### src/rtl/edp_fm_pkg.sv
// Shared types for the FM (AC file) slice covering data bits 12-17.
// Holds the word layout, sequencer states and the parity helper.
package edp_fm_pkg;

    localparam int DATA_W = 6;
    localparam int BLOCKS = 8;
    localparam int ACS    = 16;
    localparam int IDX_W  = $clog2(BLOCKS) + $clog2(ACS);
    localparam int WORDS  = BLOCKS * ACS;

    typedef logic [IDX_W-1:0] fm_idx_t;

    typedef struct packed {
        logic [DATA_W-1:0] data;
        logic              par;
    } fm_word_t;

    typedef enum logic {
        INIT = 1'b0,
        RUN  = 1'b1
    } fm_state_e;

    // Bit that makes the total number of ones across data and parity odd.
    function automatic logic odd_par(input logic [DATA_W-1:0] d);
        return ~^d;
    endfunction

endpackage

### src/rtl/edp_fm_12to17_if.sv
// Bus bundle between the APR/CON/AR sources and the FM 12-17 slice.
// The master side drives the index and write controls; the slave side is the FM.
interface edp_fm_12to17_if;

    logic [2:0] apr_fm_block_h;
    logic [3:0] apr_fm_adr_h;
    logic       con_fm_write_00to17_l;
    logic [5:0] ar_12to17_h;
    logic       diag_force_bad_par_h;
    logic       fm_reinit_h;
    logic       fm_par_err_clr_h;

    logic [5:0] fm_12to17_h;
    logic       edp_fm_parity_12to17_h;
    logic       fm_par_err_h;
    logic       fm_par_err_sticky_h;
    logic [6:0] fm_par_err_adr_h;
    logic       fm_busy_h;

    modport master (
        output apr_fm_block_h, apr_fm_adr_h, con_fm_write_00to17_l, ar_12to17_h,
               diag_force_bad_par_h, fm_reinit_h, fm_par_err_clr_h,
        input  fm_12to17_h, edp_fm_parity_12to17_h, fm_par_err_h,
               fm_par_err_sticky_h, fm_par_err_adr_h, fm_busy_h
    );

    modport slave (
        input  apr_fm_block_h, apr_fm_adr_h, con_fm_write_00to17_l, ar_12to17_h,
               diag_force_bad_par_h, fm_reinit_h, fm_par_err_clr_h,
        output fm_12to17_h, edp_fm_parity_12to17_h, fm_par_err_h,
               fm_par_err_sticky_h, fm_par_err_adr_h, fm_busy_h
    );

endinterface

### src/rtl/edp_fm_ram.sv
// 128 x 7 synchronous single-port word array with write-first read port.
// Contents are never reset; the sequencer in the parent initialises them.
module edp_fm_ram
    import edp_fm_pkg::*;
(
    input  logic     clk_h,
    input  logic     we,
    input  fm_idx_t  idx,
    input  fm_word_t wdata,
    output fm_word_t rdata
);

    fm_word_t mem_q [WORDS];
    fm_word_t rdata_q;

    always_ff @(posedge clk_h) begin
        if (we) begin
            mem_q[idx] <= wdata;
            rdata_q    <= wdata;
        end else begin
            rdata_q    <= mem_q[idx];
        end
    end

    assign rdata = rdata_q;

endmodule

### src/rtl/edp_fm_12to17.sv
// FM slice for bits 12-17: init sequencer, write path, registered read,
// one-cycle-late parity checker and sticky error log.
module edp_fm_12to17
    import edp_fm_pkg::*;
(
    input  logic clk_h,
    input  logic reset_h,
    edp_fm_12to17_if.slave fm
);

    fm_state_e state_q, state_d;
    fm_idx_t   cnt_q, cnt_d;
    logic      rd_vld_q, rd_vld_d;
    fm_idx_t   rd_idx_q, rd_idx_d;
    logic      err_q, err_d;
    logic      sticky_q, sticky_d;
    fm_idx_t   err_adr_q, err_adr_d;

    logic      ram_we;
    fm_idx_t   ram_idx;
    fm_word_t  ram_wdata;
    fm_word_t  ram_rdata;
    fm_idx_t   ext_idx;

    assign ext_idx = {fm.apr_fm_block_h, fm.apr_fm_adr_h};

    always_comb begin
        state_d        = state_q;
        cnt_d          = cnt_q;
        rd_vld_d       = 1'b0;
        rd_idx_d       = ext_idx;
        ram_we         = 1'b0;
        ram_idx        = ext_idx;
        ram_wdata.data = fm.ar_12to17_h;
        ram_wdata.par  = odd_par(fm.ar_12to17_h) ^ fm.diag_force_bad_par_h;

        case (state_q)
            INIT: begin
                ram_we         = 1'b1;
                ram_idx        = cnt_q;
                ram_wdata.data = '0;
                ram_wdata.par  = 1'b1;
                if (fm.fm_reinit_h) begin
                    cnt_d = '0;
                end else begin
                    cnt_d = cnt_q + 7'd1;
                    if (cnt_q == fm_idx_t'(WORDS - 1)) state_d = RUN;
                end
            end
            RUN: begin
                if (fm.fm_reinit_h) begin
                    state_d = INIT;
                    cnt_d   = '0;
                end else begin
                    ram_we   = ~fm.con_fm_write_00to17_l;
                    rd_vld_d = 1'b1;
                end
            end
            default: state_d = INIT;
        endcase

        // No array writes on a reset edge; the following INIT pass owns the array.
        if (reset_h) ram_we = 1'b0;

        // Checker looks at the word the read outputs have shown for one cycle.
        err_d = rd_vld_q & ~(^{ram_rdata.data, ram_rdata.par});

        sticky_d  = sticky_q;
        err_adr_d = err_adr_q;
        if (err_d) begin
            sticky_d = 1'b1;
            if (!sticky_q || fm.fm_par_err_clr_h) err_adr_d = rd_idx_q;
        end else if (fm.fm_par_err_clr_h) begin
            sticky_d  = 1'b0;
            err_adr_d = '0;
        end
    end

    always_ff @(posedge clk_h) begin
        if (reset_h) begin
            state_q   <= INIT;
            cnt_q     <= '0;
            rd_vld_q  <= 1'b0;
            err_q     <= 1'b0;
            sticky_q  <= 1'b0;
            err_adr_q <= '0;
        end else begin
            state_q   <= state_d;
            cnt_q     <= cnt_d;
            rd_vld_q  <= rd_vld_d;
            err_q     <= err_d;
            sticky_q  <= sticky_d;
            err_adr_q <= err_adr_d;
        end
    end

    always_ff @(posedge clk_h) begin
        rd_idx_q <= rd_idx_d;
    end

    edp_fm_ram u_ram (
        .clk_h (clk_h),
        .we    (ram_we),
        .idx   (ram_idx),
        .wdata (ram_wdata),
        .rdata (ram_rdata)
    );

    // Until a RUN-cycle read has landed, present the initialised word.
    assign fm.fm_12to17_h            = rd_vld_q ? ram_rdata.data : '0;
    assign fm.edp_fm_parity_12to17_h = rd_vld_q ? ram_rdata.par  : 1'b1;
    assign fm.fm_par_err_h           = err_q;
    assign fm.fm_par_err_sticky_h    = sticky_q;
    assign fm.fm_par_err_adr_h       = err_adr_q;
    assign fm.fm_busy_h              = (state_q == INIT);

endmodule
### src/flat_wrapper.sv
// flat-port wrapper written by rule: the top's interface ports become plain ports
module edp_fm_12to17_flat import edp_fm_pkg::*;
  (clk_h, reset_h, fm_apr_fm_block_h, fm_apr_fm_adr_h, fm_con_fm_write_00to17_l, fm_ar_12to17_h, fm_diag_force_bad_par_h, fm_fm_reinit_h, fm_fm_par_err_clr_h, fm_fm_12to17_h, fm_edp_fm_parity_12to17_h, fm_fm_par_err_h, fm_fm_par_err_sticky_h, fm_fm_par_err_adr_h, fm_fm_busy_h);
  edp_fm_12to17_if fm_i ();
  input  logic clk_h;
  input  logic reset_h;
  input wire logic [$bits(fm_i.apr_fm_block_h)-1:0] fm_apr_fm_block_h;
  input wire logic [$bits(fm_i.apr_fm_adr_h)-1:0] fm_apr_fm_adr_h;
  input wire logic [$bits(fm_i.con_fm_write_00to17_l)-1:0] fm_con_fm_write_00to17_l;
  input wire logic [$bits(fm_i.ar_12to17_h)-1:0] fm_ar_12to17_h;
  input wire logic [$bits(fm_i.diag_force_bad_par_h)-1:0] fm_diag_force_bad_par_h;
  input wire logic [$bits(fm_i.fm_reinit_h)-1:0] fm_fm_reinit_h;
  input wire logic [$bits(fm_i.fm_par_err_clr_h)-1:0] fm_fm_par_err_clr_h;
  output wire logic [$bits(fm_i.fm_12to17_h)-1:0] fm_fm_12to17_h;
  output wire logic [$bits(fm_i.edp_fm_parity_12to17_h)-1:0] fm_edp_fm_parity_12to17_h;
  output wire logic [$bits(fm_i.fm_par_err_h)-1:0] fm_fm_par_err_h;
  output wire logic [$bits(fm_i.fm_par_err_sticky_h)-1:0] fm_fm_par_err_sticky_h;
  output wire logic [$bits(fm_i.fm_par_err_adr_h)-1:0] fm_fm_par_err_adr_h;
  output wire logic [$bits(fm_i.fm_busy_h)-1:0] fm_fm_busy_h;
  assign fm_i.apr_fm_block_h = fm_apr_fm_block_h;
  assign fm_i.apr_fm_adr_h = fm_apr_fm_adr_h;
  assign fm_i.con_fm_write_00to17_l = fm_con_fm_write_00to17_l;
  assign fm_i.ar_12to17_h = fm_ar_12to17_h;
  assign fm_i.diag_force_bad_par_h = fm_diag_force_bad_par_h;
  assign fm_i.fm_reinit_h = fm_fm_reinit_h;
  assign fm_i.fm_par_err_clr_h = fm_fm_par_err_clr_h;
  assign fm_fm_12to17_h = fm_i.fm_12to17_h;
  assign fm_edp_fm_parity_12to17_h = fm_i.edp_fm_parity_12to17_h;
  assign fm_fm_par_err_h = fm_i.fm_par_err_h;
  assign fm_fm_par_err_sticky_h = fm_i.fm_par_err_sticky_h;
  assign fm_fm_par_err_adr_h = fm_i.fm_par_err_adr_h;
  assign fm_fm_busy_h = fm_i.fm_busy_h;
  edp_fm_12to17 u_core (.clk_h(clk_h), .reset_h(reset_h), .fm(fm_i));
endmodule
### config.mk
export PLATFORM = sky130hd
export DESIGN_NAME = edp_fm_12to17_flat
export DESIGN_NICKNAME = d
export VERILOG_FILES = /design/src/rtl/edp_fm_pkg.sv /design/src/rtl/edp_fm_12to17_if.sv /design/src/rtl/edp_fm_ram.sv /design/src/rtl/edp_fm_12to17.sv /design/src/flat_wrapper.sv
export SDC_FILE = /design/constraint.sdc
export NUM_CORES = 1
export LEC_CHECK = 0
export BUFFER_PORTS_ARGS = -buffer_cell sky130_fd_sc_hd__buf_2
export CAP_MARGIN = 15
export CORE_MARGIN = 4
export CORE_UTILIZATION = 50
export CTS_BUF_LIST = sky130_fd_sc_hd__clkbuf_16
export DETAILED_ROUTE_END_ITERATION = 10
export MAX_ROUTING_LAYER = met4
export PLACE_DENSITY = 0.77
export SYNTH_ARGS = -nofsm -noshare
export SYNTH_HDL_FRONTEND = slang
export SYNTH_HIERARCHICAL = 1
export SYNTH_SLANG_ARGS = --single-unit
### constraint.sdc
create_clock -name clk_h -period 3.8 [get_ports clk_h]
set_input_delay 0.57 -clock clk_h [delete_from_list [all_inputs] [get_ports clk_h]]
set_output_delay 0.57 -clock clk_h [all_outputs]
set_load 0.03 [all_outputs]
==> metrics.md, run 1 <==
| Metric | Value |
|---|---|
| Die Span X | `276 µm` |
| Count of port buffers added during placement | `35` |
| Largest stage delay on the critical path | `0.53 ns` |
| Clock transition at the registers of the reported paths | `0.06 ns` |
| CP Max Fanout | `8` |
| # hold bufs at CTS | `0` |
| Type of the worst setup path | `flip-flop to output pin` |
| Number of placement rows | `98` |
| Worst clock skew on the final layout | `0.0202 ns` |
| Crit path DAT | `3.79 ns` |
| Total Negative Setup Slacks | `-6.86 ns` |
| Standard cell core area | `71400 µm²` |
| Power dissipated by switching net loads | `3.99 mW` |
| Total wire length | `83300 µm` |
| Internal Power | `16.3 mW` |
| Remaining design rule violation count | `0` |
| Portion of synthesized cell area occupied by the leading cell type | `0.748` |
| TritonCTS buffer count | `86` |
| Area overhead of the layout relative to synthesis | `17.2%` |
| Comb pwr share | `0.031` |
| Classification of the worst-slack hold path | `input pin to flip-flop` |
| Number of warnings printed during yosys synthesis | `6` |
| Post-Syn Instances | `1574` |
| Total global routing track utilization | `0.218` |
| Post-layout nets | `1828` |
| Count of distinct cell types in the synthesized netlist | `34` |
| EDFF count, synth | `896` |
| Post-DP HPWL | `47600 µm` |
| Mapped Avg Cell Area | `22.9 µm²` |
| Count of endpoints failing setup in the final report | `16` |
| Start point of the worst hold path | `fm_apr_fm_adr_h[0]` |
| Most used standard cells in the synthesized netlist | `896 x sky130_fd_sc_hd__edfxtp_1, 294 x sky130_fd_sc_hd__mux4_2, 136 x sky130_fd_sc_hd__nor2_1` |
| Relative contribution of the clock network to total power | `0.424` |
| Overall die area | `76300 µm²` |
| Slew margin rel. | `0.386` |
| Final Cycle Share | `1.15` |
| Vias | `17.8k` |
| Detailed Route Iter0 Violations | `2437` |
| Destination of the worst register-to-register timing path | `u_core/fm.fm_par_err_adr_h[3]` |
| Number of flip-flops and latches in the synthesized netlist | `928` |
| Layout cell share with drive strength beyond 1 | `0.371` |
| Post-DR wirelength/cell | `29.5 µm` |
| Fmax | `229 MHz` |
| Final Wtd Congestion | `0.875` |
| Post-route core utilization | `0.591` |
| Violated checks | `setup timing` |
| Cell-by-cell trace of the critical path | `buf_12 > buf_12 > buf_16 > buf_6 > mux4_2 > mux4_2 > mux4_2 > mux2_4 > buf_6 > and2_4 > buf_6` |
| Sink Count | `928` |
| Boundary Pins | `36` |
| Global-route wire length before repair | `121000 µm` |
| Average vias per placed instance | `6.29` |
| Area leader, netlist | `sky130_fd_sc_hd__edfxtp_1` |
| Post-synthesis instance area | `36000 µm²` |
| Worst Hold Endpoint | `u_core/rd_idx_q[0]` |
| Starting density of the core | `0.504` |
| Post-route minimum period | `4.36 ns` |
| Largest net degree at the start of global routing | `129` |
| Primary flip-flop cell chosen by synthesis mapping | `sky130_fd_sc_hd__edfxtp_1` |
| Most instantiated library cell after synthesis | `sky130_fd_sc_hd__edfxtp_1` |
| Via count of the first global-routing pass | `18.0k` |
| Pre-CTS setup slack | `-0.254 ns` |
| Clock Latency Late Sink | `0.63 ns` |
| Pre-Repair DR Iteration Count | `5` |
| Worst setup margin | `-0.565 ns` |
| Total of max-cap violations | `0` |
| TritonCTS clock tree | `built` |
| RSZ-0062 raised after global routing | `true` |
| Element type at the critical path start | `flip-flop` |
| Proportion of register bits with asynchronous set or reset after synthesis | `0` |
| Clock tree buffer depth | `3` |
| Pleak | `12.2 nW` |
| Switching power share of the total | `0.196` |
| Cell chosen for the clock root | `sky130_fd_sc_hd__clkbuf_16` |
| Number of antenna violations at the first check in global routing | `1` |
| Routed Antenna Nets | `0` |
| Global route total overflow | `0` |
| Cell type of the slowest stage on the worst timing path | `sky130_fd_sc_hd__mux4_2` |
| Top area cells in the synthesized netlist | `sky130_fd_sc_hd__edfxtp_1 75%, sky130_fd_sc_hd__mux4_2 18%, sky130_fd_sc_hd__dfxtp_1 1.8%` |
| Post-synthesis net count | `1594` |
| Sequential fraction of design power | `0.545` |
| Die Height | `276 µm` |
| Slew @ Worst Pin | `0.921 ns` |
| Worst Path Required | `3.23 ns` |
| Power per unit of standard cell area | `481 nW/µm²` |
| Worst voltage drop across the vdd grid | `0.397 mV` |
| Hold Violations, Final | `0` |
| H-tree Lvls | `3` |
| Worst R2R Setup Slack | `-0.44 ns` |
| Final-report max-slew violation count | `0` |
| Depth of the worst register-to-register path | `13` |
| Endpoint class of the critical path | `output pin` |
| Count of cells along the worst hold path | `1` |
| Sequential element share of the synthesized area | `0.766` |
| Result of the run | `complete, but fails checks` |
-- what timing repair did --
action,CTS,global route
endpoints found under the setup margin,16,16
resized for setup,69,30
cloned,6,3
setup buffers,31,23
pin swaps,1,0
-- power by group through the flow --
stage | combinational [mW] | clock (mW) | sequential (mW)
finish | 0.621 | 8.61 | 11.1
global route | 0.647 | 9.20 | 11.1
CTS | 0.572 | 8.68 | 11.1
detailed placement | 0.475 | 0 | 11.3
global placement | 0.470 | 0 | 11.3
floorplan | 0.320 | 0 | 11.3
-- placed cells by master, fill, tap and decap left out, types with 2 or more instances in the layout --
master / n
sky130_fd_sc_hd__a21oi_1: 2
sky130_fd_sc_hd__and2_4: 12
sky130_fd_sc_hd__buf_12: 26
sky130_fd_sc_hd__buf_16: 12
sky130_fd_sc_hd__buf_2: 28
sky130_fd_sc_hd__buf_4: 124
sky130_fd_sc_hd__buf_6: 34
sky130_fd_sc_hd__buf_8: 3
sky130_fd_sc_hd__bufinv_16: 7
sky130_fd_sc_hd__clkbuf_16: 96
sky130_fd_sc_hd__clkinv_1: 8
sky130_fd_sc_hd__clkinv_2: 10
sky130_fd_sc_hd__clkinv_4: 2
sky130_fd_sc_hd__clkinv_8: 2
sky130_fd_sc_hd__clkinvlp_4: 5
sky130_fd_sc_hd__dfxtp_1: 28
sky130_fd_sc_hd__dfxtp_4: 3
sky130_fd_sc_hd__edfxtp_1: 896
sky130_fd_sc_hd__inv_1: 27
sky130_fd_sc_hd__inv_2: 3
sky130_fd_sc_hd__inv_4: 4
sky130_fd_sc_hd__inv_6: 2
sky130_fd_sc_hd__mux2_1: 3
sky130_fd_sc_hd__mux2_2: 3
sky130_fd_sc_hd__mux2_4: 7
sky130_fd_sc_hd__mux4_2: 294
sky130_fd_sc_hd__nand2_1: 16
sky130_fd_sc_hd__nand2b_1: 3
sky130_fd_sc_hd__nand3_1: 15
sky130_fd_sc_hd__nand4_1: 4
sky130_fd_sc_hd__nor2_1: 136
sky130_fd_sc_hd__nor2b_1: 9
sky130_fd_sc_hd__nor3_1: 10
sky130_fd_sc_hd__o32ai_1: 2
sky130_fd_sc_hd__o32ai_2: 5
sky130_fd_sc_hd__or3b_2: 7
sky130_fd_sc_hd__xnor2_1: 6
sky130_fd_sc_hd__xor2_1: 7
-- cell type report --
type	instances	area, µm²
Multi-Input combinational cell	554	8140
Inverter	8	30.0
Antenna cell	1	2.50
Clock buffer	93	2330
Clock inverter	62	503
Timing Repair Buffer	230	2420
Tap cell	950	1190
Sequential cell	928	27600
Fill cell	4733	29200
-- per-layer routing --
metal  global-route usage  vias to the layer above  wire length [µm]
li1                     -                     7096                 -
met1                0.288                     9374             29600
met2                0.352                     1117             42600
met3               0.0424                      176              8260
met4               0.0653                        0              2760
met5                    -                        -                 0
-- per-stage QoR --
step | std cells | cell area (µm²) | hold WS (ns) | total power [mW]
after floorplan | 1574 | 36000 | 0.437 | 11.6
after global routing | 2825 | 42200 | 0.0596 | 20.9
final | 2826 | 42200 | 0.0753 | 20.3
after detailed placement | 2607 | 38300 | 0.460 | 11.8
after CTS | 2799 | 41800 | 0.0517 | 20.3
after global placement | 2607 | 38300 | 0.464 | 11.7
-- worst max-delay path: cells and delay by family, from the launching register on --
| family | cells | cell delay, ns |
|---|---|---|
| muxes | 4 | 1.83 |
| and+or+nand+nor | 1 | 0.14 |
| buffers and inverters | 6 | 0.76 |
| DFF | 1 | 0.39 |
-- kinds of logic (layout without fill, tap and decap cells) --
kind of cell	count (synthesis)	in the layout	share of synthesized area
simple gates	219	219	0.0272
other cells	0	1	0
mux	308	308	0.188
compound gates	10	10	0.00219
flops	928	928	0.766
buf+inv	92	393	0.0117
fa+ha+maj	1	1	0.000348
xor+xnor	16	16	0.00469
-- worst max path at each step --
stage          startpoint                            end  slack [ns]  depth (start not counted)
5_1_grt         flip-flop              fm_fm_12to17_h[2]       -0.60                         10
3_3_place_gp    flip-flop  u_core/fm.fm_par_err_adr_h[5]       -0.22                         10
6_report        flip-flop              fm_fm_12to17_h[5]       -0.56                         11
4_1_cts         flip-flop              fm_fm_12to17_h[5]       -0.57                         10
2_1_floorplan   flip-flop  u_core/fm.fm_par_err_adr_h[0]       0.006                         12
3_5_place_dp    flip-flop  u_core/fm.fm_par_err_adr_h[5]       -0.25                         10
-- state kept, by name (all words and copies together), names as in the netlist, named ones only --
signal                         count
u_core/u_ram/mem_q               896
u_core/cnt_q                       7
u_core/fm.fm_par_err_adr_h         7
u_core/rd_idx_q                    7
u_core/fm.fm_par_err_h             1
u_core/fm.fm_par_err_sticky_h      1
u_core/rd_vld_q                    1
u_core/state_q                     1
Note: power is estimated with default switching activity, not from simulation.
==> inputs of run 2 (changes only) <==
--- a/config.mk
+++ b/config.mk
@@ -8,11 +8,11 @@
 export BUFFER_PORTS_ARGS = -buffer_cell sky130_fd_sc_hd__buf_2
 export CAP_MARGIN = 15
 export CORE_MARGIN = 4
-export CORE_UTILIZATION = 50
+export CORE_UTILIZATION = 30
 export CTS_BUF_LIST = sky130_fd_sc_hd__clkbuf_16
 export DETAILED_ROUTE_END_ITERATION = 10
 export MAX_ROUTING_LAYER = met4
-export PLACE_DENSITY = 0.77
+export PLACE_DENSITY = 0.54
 export SYNTH_ARGS = -nofsm -noshare
 export SYNTH_HDL_FRONTEND = slang
 export SYNTH_HIERARCHICAL = 1
==> run 2 against run 1 <==
  * The flow still finishes with violations (setup timing)
  * Sequential power is essentially flat
  * Worst setup slack worse by 0.0096 ns
  * Clock skew rose by 0.0090 ns
  * Sequential share of layout area down 1.4 points
  * Register-to-register slack better by 0.05 ns
  * Highest routed layer unchanged
==> metrics.md, run 2 (synthesis results as in run 1) <==
| Metric | Value |
|---|---|
| Pre-Repair DR Iteration Count | `5 (unchanged)` |
| Classification of the worst-slack hold path | `input pin to flip-flop` |
| Clock tree buffer depth | `3 (unchanged)` |
| Die Span X | `354 µm (+28%)` |
| Global-route wire length before repair | `126000 µm (+3.6%)` |
| Result of the run | `complete, but fails checks` |
| Met2 Track Usage GR | `0.216 (-0.136)` |
| Count of endpoints failing setup in the final report | `16 (unchanged)` |
| Average vias per placed instance | `4.91 (-22%)` |
| Total wire length | `84600 µm (+1.5%)` |
| RSZ-0062 raised after global routing | `true` |
| Die Height | `354 µm (+28%)` |
| Overall die area | `126000 µm² (+64%)` |
| Final Cycle Share | `1.15 (+0.00254)` |
| Cell chosen for the clock root | `sky130_fd_sc_hd__clkbuf_16` |
| Power per unit of standard cell area | `476 nW/µm² (-1.1%)` |
| Final instance area | `43100 µm² (+2.2%)` |
| Number of placement rows | `126 (+29%)` |
| H-tree Lvls | `3 (unchanged)` |
| Post-layout nets | `1847 (+1.0%)` |
| Depth of the worst register-to-register path | `13 (unchanged)` |
| Post-Place Cell Area | `39400 µm² (+2.9%)` |
| Most Used Layer, Global Route | `met2` |
| TritonCTS clock tree | `built` |
| Hold Violations, Final | `0 (unchanged)` |
| Total of max-cap violations | `0 (unchanged)` |
| Met1 track demand over resource | `0.192 (-0.0960)` |
| Layout cell share with drive strength beyond 1 | `0.371 (-0.000674)` |
| Via count of the first global-routing pass | `17.8k (-1.5%)` |
| Clock transition at the registers of the reported paths | `0.06 ns (about the same)` |
| Fmax | `229 MHz (-0.22%)` |
| Worst Path Required | `3.23 ns (about the same)` |
| TritonCTS buffer count | `96 (+12%)` |
| Slew @ Worst Pin | `1.00 ns (+0.0806 ns)` |
| Crit path DAT | `3.80 ns (about the same)` |
| Pre-CTS setup slack | `-0.338 ns (-0.0845 ns)` |
| Endpoint class of the critical path | `output pin` |
| Violated checks | `setup timing` |
| Sink Count | `928 (unchanged)` |
| Type of the worst setup path | `flip-flop to output pin` |
| Total global routing track utilization | `0.139 (-0.0795)` |
| Area overhead of the layout relative to synthesis | `19.7%` |
| Antenna fix cells | `0 (-1)` |
| Worst R2R Setup Slack | `-0.39 ns (+0.05 ns)` |
| Final-report max-slew violation count | `0 (unchanged)` |
| Clock Latency Late Sink | `0.66 ns (+0.03 ns)` |
| Boundary Pins | `36 (unchanged)` |
| Number of antenna violations at the first check in global routing | `0 (-1)` |
| Detailed Route Iter0 Violations | `1591 (-35%)` |
| Element type at the critical path start | `flip-flop` |
| Leading cell type in the layout, fill and taps excluded | `sky130_fd_sc_hd__edfxtp_1` |
| Worst clock skew on the final layout | `0.0292 ns (+0.00896 ns)` |
| Register with the most flip-flops | `u_core/u_ram/mem_q` |
| Worst voltage drop across the vdd grid | `0.292 mV (-26%)` |
| Count of port buffers added during placement | `35 (unchanged)` |
| Post-DP HPWL | `54300 µm (+14%)` |
| Global route total overflow | `0 (unchanged)` |
| Total instance count after detailed placement | `3284 (+26%)` |
| Count of cells along the worst hold path | `1 (unchanged)` |
| Standard cell core area | `119000 µm² (+66%)` |
| Commonest non-fill, non-tap cells in the layout | `896 x sky130_fd_sc_hd__edfxtp_1, 294 x sky130_fd_sc_hd__mux4_2, 148 x sky130_fd_sc_hd__buf_4, 136 x sky130_fd_sc_hd__nor2_1, 98 x sky130_fd_sc_hd__clkbuf_16` |
| CP Max Fanout | `7 (-1)` |
| Largest net degree at the start of global routing | `102 (-21%)` |
| Pleak | `12.3 nW (+0.75%)` |
| Post-DR wirelength/cell | `24.2 µm (-18%)` |
| Starting density of the core | `0.304 (-0.201)` |
| Final cell count without fillers | `3500 (+24%)` |
| Number of flip-flops under the largest register name | `896 (unchanged)` |
| Post-route minimum period | `4.37 ns (+0.00964 ns)` |
| Final Wtd Congestion | `0.788 (-9.9%)` |
| Slew margin rel. | `0.332 (-0.0537)` |
| Worst setup margin | `-0.575 ns (-0.00965 ns)` |
| Met3 routing resource usage after global routing | `0.0205 (-0.0219)` |
| Remaining design rule violation count | `0 (unchanged)` |
| Routed Antenna Nets | `0 (unchanged)` |
| Vias | `17.2k (-3.2%)` |
run 2: cell count changes in the layout (fill, tap and decap cells not counted), moves of 3 or more:
cell and delta:
sky130_fd_sc_hd__buf_4 +24, sky130_fd_sc_hd__buf_6 -16, sky130_fd_sc_hd__clkinv_1 +14, sky130_fd_sc_hd__clkinv_2 +8, sky130_fd_sc_hd__buf_12 +4, sky130_fd_sc_hd__clkinvlp_4 -4, sky130_fd_sc_hd__inv_4 -4, sky130_fd_sc_hd__buf_16 -3
run 2: final timing paths:
check | start | endpoint
worst max-delay path | flip-flop | fm_fm_12to17_h[4]
worst min-delay path | fm_apr_fm_block_h[2] | u_core/rd_idx_q[6]
worst max register to register | flip-flop | u_core/fm.fm_par_err_adr_h[5]
worst min register to register | u_core/rd_idx_q[6] | u_core/fm.fm_par_err_adr_h[6]
run 2: final cells by class:
class | count | area, µm²
Inverter | 8 | 30.0
Timing Repair Buffer | 239 | 2400
Clock buffer | 97 | 2430
Multi-Input combinational cell | 554 | 8120
Sequential cell | 928 | 27600
Fill cell | 10820 | 75500
Tap cell | 1600 | 2000
Clock inverter | 74 | 544
run 2: repair_timing:
action	4_1_cts	5_1_grt
cloned	6	1
pin swaps	1	0
setup buffers	35	5
hold endpoints to repair	1	0
gates resized for setup	74	6
hold buffers	1	0
setup endpoints to repair	16	16
run 2: metrics by stage:
stage                     TNS [ns]  hold WS (ns)  power [mW]   util
after floorplan                  0         0.437        11.6      -
after global placement       -2.99         0.484        11.8  0.332
after detailed placement     -2.98         0.473        11.8  0.332
after CTS                    -7.50      0.000444        20.7  0.363
after global routing         -8.09        0.0203        21.2  0.363
final                        -6.57        0.0465        20.5  0.363
run 2: per-layer routing:
metal | vias up | routed length [µm]
li1 | 7150 | -
met3 | 124 | 4500
met1 | 9410 | 37500
met2 | 506 | 40700
met4 | 0 | 1840
met5 | - | 0
run 2: where the power goes:
| part | internal [mW] | total [mW] | switching [mW] |
|---|---|---|---|
| logic | 0.320 | 0.587 | 0.268 |
| registers | 11.1 | 11.1 | 0.00705 |
| clock network | 5.04 | 8.84 | 3.81 |
| total | 16.4 | 20.5 | 4.08 |
run 2: critical path: stages (launching register included):
cell and delay, ns:
sky130_fd_sc_hd__dfxtp_4 0.38, sky130_fd_sc_hd__buf_6 0.11, sky130_fd_sc_hd__buf_16 0.16, sky130_fd_sc_hd__buf_12 0.15
sky130_fd_sc_hd__mux4_2 0.50, sky130_fd_sc_hd__mux4_2 0.58, sky130_fd_sc_hd__mux4_2 0.56, sky130_fd_sc_hd__mux2_4 0.31
sky130_fd_sc_hd__buf_6 0.11, sky130_fd_sc_hd__and2_4 0.14, sky130_fd_sc_hd__buf_6 0.14
==> inputs of run 3 (changes only) <==
--- a/config.mk
+++ b/config.mk
@@ -5,14 +5,15 @@
 export SDC_FILE = /design/constraint.sdc
 export NUM_CORES = 1
 export LEC_CHECK = 0
+export ABC_CLOCK_PERIOD_IN_PS = 3800
 export BUFFER_PORTS_ARGS = -buffer_cell sky130_fd_sc_hd__buf_2
 export CAP_MARGIN = 15
 export CORE_MARGIN = 4
-export CORE_UTILIZATION = 30
+export CORE_UTILIZATION = 45
 export CTS_BUF_LIST = sky130_fd_sc_hd__clkbuf_16
 export DETAILED_ROUTE_END_ITERATION = 10
 export MAX_ROUTING_LAYER = met4
-export PLACE_DENSITY = 0.54
+export PLACE_DENSITY = 0.71
 export SYNTH_ARGS = -nofsm -noshare
 export SYNTH_HDL_FRONTEND = slang
 export SYNTH_HIERARCHICAL = 1
==> run 3 against run 2 <==
  * The run still ends with setup timing left
  * Clock-buffer cell count down 4
  * Maximum frequency down 0.53%
  * Register-to-register slack worse by 0.03 ns
  * Combinational power down 9.2%
  * Power up 2.9%
  * Sequential power about the same
  * Clock power up 7.4%
  * Non-clock buffer count down 74
  * Worst setup slack worse by 0.023 ns
==> metrics.md, run 3 (synthesis results as in run 1) <==
| Metric | Value |
|---|---|
| Met2 Track Usage GR | `0.300 (+0.0836)` |
| Pleak | `11.9 nW (-2.9%)` |
| Internal Power | `17.0 mW (+3.5%)` |
| Worst Path Required | `3.23 ns (about the same)` |
| Post-DR wirelength/cell | `27.5 µm (+14%)` |
| Pre-Repair DR Iteration Count | `5 (unchanged)` |
| Type of the worst setup path | `flip-flop to output pin` |
| Via count of the first global-routing pass | `17.5k (-1.3%)` |
| Met1 track demand over resource | `0.261 (+0.0696)` |
| Met3 routing resource usage after global routing | `0.0358 (+0.0154)` |
| Worst voltage drop across the vdd grid | `0.382 mV (+31%)` |
| Classification of the worst-slack hold path | `input pin to flip-flop` |
| Post-DP HPWL | `49600 µm (-8.5%)` |
| Worst setup margin | `-0.598 ns (-0.0233 ns)` |
| Total Negative Setup Slacks | `-6.73 ns (-0.161 ns)` |
| Final Cycle Share | `1.16 (+0.00613)` |
| Overall die area | `84600 µm² (-33%)` |
| Sequential fraction of design power | `0.524 (-0.016)` |
| Register with the most flip-flops | `u_core/u_ram/mem_q` |
| WHS | `0.0292 ns (-0.0172 ns)` |
| RSZ-0062 raised after global routing | `true` |
| Remaining design rule violation count | `0 (unchanged)` |
| Leading cell type in the layout, fill and taps excluded | `sky130_fd_sc_hd__edfxtp_1` |
| Count of cells along the worst hold path | `1 (unchanged)` |
| Routed Antenna Nets | `0 (unchanged)` |
| Die Span X | `291 µm (-18%)` |
| Endpoint class of the critical path | `output pin` |
| Post-Place Cell Area | `38200 µm² (-2.8%)` |
| Detailed Route Iter0 Violations | `2116 (+33%)` |
| Slew @ Worst Pin | `1.03 ns (+0.0278 ns)` |
| CP Max Fanout | `8 (+1)` |
| Worst clock skew on the final layout | `0.0243 ns (-0.00485 ns)` |
| Antenna fix cells | `0 (unchanged)` |
| Fmax | `227 MHz (-0.53%)` |
| Post-layout nets | `1767 (-4.3%)` |
| Average vias per placed instance | `5.95 (+21%)` |
| Clock Latency Late Sink | `0.66 ns (about the same)` |
| Clock transition at the registers of the reported paths | `0.06 ns (about the same)` |
| Result of the run | `complete, but fails checks` |
| Power per unit of standard cell area | `503 nW/µm² (+5.8%)` |
| Pre-CTS setup slack | `-0.311 ns (+0.0277 ns)` |
| Total wire length | `78900 µm (-6.7%)` |
| Most Used Layer, Global Route | `met2` |
| Total global routing track utilization | `0.192 (+0.0531)` |
| Number of flip-flops under the largest register name | `896 (unchanged)` |
| Largest net degree at the start of global routing | `129 (+26%)` |
| Die Height | `291 µm (-18%)` |
| TritonCTS clock tree | `built` |
| Number of antenna violations at the first check in global routing | `0 (unchanged)` |
| Final instance area | `41900 µm² (-2.7%)` |
| Number of placement rows | `103 (-18%)` |
| Crit path DAT | `3.83 ns (+0.03 ns)` |
| Depth of the worst register-to-register path | `11 (-2)` |
| Layout cell share with drive strength beyond 1 | `0.352 (-0.0186)` |
| Cell chosen for the clock root | `sky130_fd_sc_hd__clkbuf_16` |
| Total of max-cap violations | `0 (unchanged)` |
| Count of port buffers added during placement | `35 (unchanged)` |
| Power dissipated by switching net loads | `4.09 mW (+0.34%)` |
| Post-route minimum period | `4.40 ns (+0.0233 ns)` |
| Global route total overflow | `0 (unchanged)` |
| Relative contribution of the clock network to total power | `0.450 (+0.018)` |
| TritonCTS buffer count | `90 (-6.3%)` |
| Final Wtd Congestion | `0.827 (+5.1%)` |
| Vias | `17.1k (-0.46%)` |
| Clock tree buffer depth | `3 (unchanged)` |
| Hold Violations, Final | `0 (unchanged)` |
| Count of endpoints failing setup in the final report | `16 (unchanged)` |
| Final cell count without fillers | `2874 (-18%)` |
| Sink Count | `928 (unchanged)` |
| Switching power share of the total | `0.194 (-0.00496)` |
| Global-route wire length before repair | `118000 µm (-6.4%)` |
| Element type at the critical path start | `flip-flop` |
| Comb pwr share | `0.025 (-0.004)` |
| Final-report max-slew violation count | `0 (unchanged)` |
| Area overhead of the layout relative to synthesis | `16.5%` |
| H-tree Lvls | `3 (unchanged)` |
| Slew margin rel. | `0.314 (-0.0185)` |
| Standard cell core area | `79100 µm² (-33%)` |
| Commonest non-fill, non-tap cells in the layout | `896 x sky130_fd_sc_hd__edfxtp_1, 294 x sky130_fd_sc_hd__mux4_2, 136 x sky130_fd_sc_hd__nor2_1, 94 x sky130_fd_sc_hd__clkbuf_16, 89 x sky130_fd_sc_hd__buf_4` |
| Violated checks | `setup timing` |
| Total instance count after detailed placement | `2682 (-18%)` |
| Fillers | `5857 (-46%)` |
| Boundary Pins | `36 (unchanged)` |
| Starting density of the core | `0.455 (+0.151)` |
==> run 3: per-layer routing <==
layer  wire (µm)  up-vias
li1            -     6982
met3        6260      127
met2       39100      812
met1       31600     9190
met5           0        -
met4        1930        0
==> run 3: final timing paths <==
check | from | endpoint | slack (ns)
setup / recovery | flip-flop | fm_fm_12to17_h[4] | -0.60
hold / removal | fm_apr_fm_block_h[0] | u_core/rd_idx_q[4] | 0.03
setup reg to reg | flip-flop | u_core/fm.fm_par_err_adr_h[2] | -0.42
hold reg to reg | u_core/rd_idx_q[0] | u_core/fm.fm_par_err_adr_h[0] | 0.47
==> run 3: layout make-up <==
type	count	area, µm²	area share
clock buffers	93	2330	0.0555
clock inverters	76	877	0.0209
inverters	8	30.0	0.000716
multi-input cells	554	8110	0.193
flip-flops and latches	928	27600	0.657
well taps	1050	1310	0.0313
repair buffers	165	1700	0.0405
==> run 3: stage by stage <==
stage          utilization  power [mW]
2_1_floorplan            -        11.6
3_3_place_gp         0.483        11.8
3_5_place_dp         0.483        11.8
4_1_cts              0.528        21.2
5_1_grt              0.530        21.7
6_report             0.530        21.1
==> run 3: power groups by stage <==
stage               Sequential, mW  Combinational [mW]  Clock (mW)
finish                        11.1               0.533        9.49
global route                  11.1               0.562        10.1
CTS                           11.1               0.523        9.63
detailed placement            11.3               0.481           0
global placement              11.3               0.476           0
floorplan                     11.3               0.320           0
==> run 3: worst max-delay path: stages (launching register included) <==
cell and delay, ns:
sky130_fd_sc_hd__dfxtp_4 0.43, sky130_fd_sc_hd__buf_12 0.18, sky130_fd_sc_hd__buf_12 0.16, sky130_fd_sc_hd__buf_6 0.13, sky130_fd_sc_hd__mux4_2 0.51, sky130_fd_sc_hd__mux4_2 0.56, sky130_fd_sc_hd__mux4_2 0.50, sky130_fd_sc_hd__mux2_4 0.28
sky130_fd_sc_hd__buf_6 0.11, sky130_fd_sc_hd__and2_4 0.15, sky130_fd_sc_hd__buf_6 0.14
==> run 3: repair_timing <==
action,4_1_cts,5_1_grt
setup endpoints to repair,16,16
buffers inserted,15,3
hold endpoints to repair,0,0
gates resized for setup,42,10
cloned,3,1
hold buffers,0,0
pin swaps,0,0
